===== config.mk =====
export PLATFORM = sky130hd
export DESIGN_NAME = wb_commit
export DESIGN_NICKNAME = d
export VERILOG_FILES = /design/src/rtl/wb_commit.sv
export SDC_FILE = /design/constraint.sdc
export NUM_CORES = 1
export LEC_CHECK = 0
export ABC_AREA = 1
export CAP_MARGIN = 20
export CELL_PAD_IN_SITES_DETAIL_PLACEMENT = 0
export CELL_PAD_IN_SITES_GLOBAL_PLACEMENT = 1
export CORE_UTILIZATION = 43
export DETAILED_ROUTE_END_ITERATION = 8
export PLACE_DENSITY_LB_ADDON = 0.1
export SLEW_MARGIN = 10
export SYNTH_ARGS = -nofsm -noshare
export SYNTH_HDL_FRONTEND = slang
export SYNTH_SLANG_ARGS = --single-unit

===== constraint.sdc =====
create_clock -name clk -period 4 [get_ports clk]
set_clock_uncertainty 0.15 [all_clocks]
set_input_delay 0.4 -clock clk [delete_from_list [all_inputs] [get_ports clk]]
set_output_delay 0.4 -clock clk [all_outputs]
set_load 0.03 [all_outputs]

===== src/rtl/wb_commit.sv =====
// rtl/wb_commit.sv - 4-entry in-order writeback commit queue with busy scoreboard and forwarding
module wb_commit (
  input  logic        clk,
  input  logic        rst_n,
  input  logic        res_valid,
  input  logic [3:0]  res_rd,
  input  logic [15:0] res_data,
  output logic        res_ready,
  input  logic        wb_stall,
  input  logic        flush,
  output logic        RegWrite,
  output logic [3:0]  rw,
  output logic [15:0] WD,
  input  logic [3:0]  fwd_addr,
  output logic        fwd_hit,
  output logic [15:0] fwd_data,
  output logic [15:0] busy,
  output logic [2:0]  count
);

  logic [1:0]  head_q, head_d;
  logic [1:0]  tail_q, tail_d;
  logic [2:0]  count_q, count_d;
  logic [3:0]  rd_q   [4];
  logic [3:0]  rd_d   [4];
  logic [15:0] data_q [4];
  logic [15:0] data_d [4];
  logic        push;
  logic        pop;
  logic [1:0]  slot;

  always_comb begin
    res_ready = (count_q < 3'd4);
    RegWrite  = (count_q != 3'd0) && !wb_stall;
    rw        = (count_q != 3'd0) ? rd_q[head_q]   : 4'd0;
    WD        = (count_q != 3'd0) ? data_q[head_q] : 16'd0;
    count     = count_q;
    // Flush wins over both ends of the queue on the same edge.
    push      = res_valid && res_ready && (res_rd != 4'd0) && !flush;
    pop       = RegWrite && !flush;
  end

  always_comb begin
    head_d  = head_q;
    tail_d  = tail_q;
    count_d = count_q;
    rd_d    = rd_q;
    data_d  = data_q;
    if (flush) begin
      head_d  = 2'd0;
      tail_d  = 2'd0;
      count_d = 3'd0;
    end else begin
      if (push) begin
        rd_d[tail_q]   = res_rd;
        data_d[tail_q] = res_data;
        tail_d         = tail_q + 2'd1;
      end
      if (pop) begin
        head_d = head_q + 2'd1;
      end
      case ({push, pop})
        2'b10:   count_d = count_q + 3'd1;
        2'b01:   count_d = count_q - 3'd1;
        default: count_d = count_q;
      endcase
    end
  end

  // Walk oldest to youngest so the youngest match overwrites older ones.
  always_comb begin
    busy     = 16'd0;
    fwd_hit  = 1'b0;
    fwd_data = 16'd0;
    slot     = head_q;
    for (int k = 0; k < 4; k++) begin
      slot = head_q + 2'(k);
      if (3'(k) < count_q) begin
        busy[rd_q[slot]] = 1'b1;
        if ((fwd_addr != 4'd0) && (rd_q[slot] == fwd_addr)) begin
          fwd_hit  = 1'b1;
          fwd_data = data_q[slot];
        end
      end
    end
    busy[0] = 1'b0;
  end

  always_ff @(posedge clk or negedge rst_n) begin
    if (!rst_n) begin
      head_q  <= 2'd0;
      tail_q  <= 2'd0;
      count_q <= 3'd0;
      for (int i = 0; i < 4; i++) begin
        rd_q[i]   <= 4'd0;
        data_q[i] <= 16'd0;
      end
    end else begin
      head_q  <= head_d;
      tail_q  <= tail_d;
      count_q <= count_d;
      rd_q    <= rd_d;
      data_q  <= data_d;
    end
  end

endmodule


==> run summary <==
## Run status
* run status: finished, final reports clean

## Die
* I/O Pins: 87
* Die Outline Area: 17400 um2
* Die Y: 132 um
* die width: 132 um
* # rows: 47
* Initial Utilization: 43.8%
* core outline area: 16500 um2

## CTS
* clk_lat worst skew: 0.34 ns
* clock tree buffer depth: 2
* post-CTS sizing: 0
* number of clock sinks: 87
* buffer cell driving the clock tree root: clkbuf_16
* TritonCTS buffer count: 9
* number of buffers inserted by hold repair at cts: 0
* CTS tree: done
* clk slew on worst S/H paths: 0.07 ns
* Post CTS Setup Buffer Count: 0
* number of levels the H-tree was split into: 3

## Drt
* met3 WL: 1710 um
* Post-DRT Antenna Nets: 0
* final routed wirelength across all metal layers: 21700 um
* Vias/cell: 5.21
* wire length on met2: 7850 um
* average wire per standard cell: 15.4 um
* TritonRoute pass-1 iters: 5
* vias: 7372
* residual DRC count: 0
* met1 routed wirelength after detailed routing: 12000 um
* number of DRC markers in iteration 0: 871
* highest layer used for signal routing: met4

## Power
* part of the total power dissipated in combinational logic: 67.4%
* internal power contribution: 3.28 mW
* static leakage: 3.89 nW
* ratio of total power to cell area: 888 nW/um2
* worst supply voltage drop on vdd: 0.000428 V
* switching part of the total power: 55.7%
* Clock power frac: 11.8%
* share of power burned in registers: 20.8%
* Net Switching: 4.13 mW

## Setup path
* crit path launch type: register
* type of the worst setup path: register to output port
* CP endpoint kind: output port
* Worst Reg2Reg Path Length in Cells: 13
* maximum fanout encountered on the critical timing path: 45
* data arrival time of the worst path: 3.13 ns
* WP data required: 3.45 ns

## Synthesis
* Mapped Cells: 1143
* EDFF count, synth: 0
* cell taking the most area after synthesis: dfrtp_1
* number of synthesis warnings: 0
* Yosys reg bits: 87
* most frequently used flop master after synthesis: dfrtp_1
* sequential fraction of the synthesis area: 30.1%
* share of the synthesized area in the top cell type: 30.1%
* Synth Area per Inst: 6.33 um2
* post-synthesis net count: 1180
* synth unique cells: 46
* leading post-synthesis cells by cell area: dfrtp_1, nand2_1, o21ai_0
* Post-Syn Area: 7240 um2
* share of synthesized flip-flops with an asynchronous set or reset: 100%

## Timing
* Slew @ Worst Pin: 0.855 ns
* unrepaired setup endpoints after global routing: false
* Min Clock Period, post-route: 3.68 ns
* Tcrit/Tclk final: 91.9%
* Setup Viol. Count Final: 0
* setup tns final: 0 ns
* Pins Over Slew Limit: 0
* Max Fclk: 272 MHz
* Rel. slew slack: 43.0%
* number of failing hold endpoints at the final stage: 0

## Worst hold path
* type of the tightest min-delay check: input pin to async pin

## Global route
* maximum number of pins on one net before global-route repair: 68
* final global-route overflow total: 0
* via count of the first global-routing pass: 6214
* total track usage: 25.5%
* antenna violations before repair: 0
* global-route wire length before repair: 35000 um

## Cells and area
* Antenna diodes: 0
* Layout Area Growth over Synthesis: 15.4%
* fraction of the core area covered by cells at the end of the flow: 50.5%
* NumNets Final: 1226
* fraction of layout instances using a drive strength above 1: 10.6%

## Place
* count of input and output buffers: 85
* gpl congestion: 0.896
* post-DP HPWL: 17100 um

## Run
* number of max-cap violations: 0

## state kept, by name (all words and copies together), names as in the netlist
register,cells
head_q,2
rd_q,16
count,3
tail_q,2
data_q,64
## stage by stage
stage | power (mW) | worst slack (ns) | hold WS [ns] | instances | cell area [um2]
floorplan | 4.94 | 1.15 | -0.0456 | 1143 | 7240
global placement | 6.48 | 0.756 | 0.360 | 1398 | 8040
detailed placement | 6.47 | 0.700 | 0.371 | 1398 | 8040
CTS | 7.35 | 0.335 | 0.0543 | 1414 | 8350
global route | 8.03 | 0.0360 | 0.0770 | 1414 | 8350
finish | 7.41 | 0.324 | 0.0157 | 1414 | 8350
## final cells by class
type | instances | area, um2
Clock inverter | 6 | 75.1
Inverter | 135 | 517
Multi-Input combinational cell | 856 | 4180
Clock buffer | 10 | 239
Fill cell | 1712 | 8180
Timing Repair Buffer | 100 | 881
Sequential cell | 87 | 2180
Tap cell | 220 | 275
## cell usage in the layout (no fill, tap or decap), types with 19 or more instances in the layout
cell and instances:
o21ai_0 189, o21ai_1 19, buf_4 48, nor2_1 83, mux2_2 20, nand3_1 72
nand4_1 20, clkdlybuf4s50_1 52, nand2_1 360, inv_1 130, dfrtp_1 86
## layer usage
metal	vias up	track usage, %
met2	260	31.5
met4	0	4.33
met1	3305	44.7
met5	-	0
met3	13	3.54
li1	3794	-
## cell families after synthesis
logic type                 share of synthesized area [%]
other                                             0.0518
and+or+nand+nor                                     34.0
DFF                                                 30.1
AOI/OAI and AO/OA                                   18.8
muxes                                               3.11
buffers and inverters                               12.2
adders and majority gates                           1.38
xor gates and xnor gates                           0.363
## worst max-delay path, stage by stage (launching register included)
cell     delay, ns
dfrtp_4       0.64
inv_6         0.19
nand2_1       0.11
nand2_4       0.34
o21ai_1       0.21
nand2_1       0.10
nand2_1       0.05
inv_1         0.04
nand3_1       0.11
nor2_4        0.54
nor2_1        0.11
nand2_1       0.10
nand2_1       0.06
buf_4         0.16
## power groups by stage
stage                     Sequential (mW)  Clock [mW]  Combinational, mW
after floorplan                      1.48           0               3.47
after global placement               1.54           0               4.95
after detailed placement             1.55           0               4.92
after CTS                            1.53       0.888               4.93
after global routing                 1.60       0.930               5.50
final                                1.54       0.875               5.00
## worst paths after layout
path,slack [ns],end,start
setup / recovery,0.32,fwd_data[0],head_q[0]
hold / removal,0.02,data_q[5],rst_n
setup reg to reg,1.15,count[2],count[0]
hold reg to reg,0.39,data_q[30],data_q[30]
max in group asynchronous,2.86,data_q[30],rst_n
min in group clk,0.39,data_q[30],data_q[30]
## cells in the mapped netlist, types with 13 or more instances
cell	n
dfrtp_1	87
a21oi_1	13
o21ai_0	189
nand2_1	360
nand3_1	72
nor2_1	85
clkbuf_1	28
inv_1	130
buf_2	17
nand4_1	20
o21ai_1	19
mux2_2	20
No activity file was read; power rests on OpenSTA's default activity.
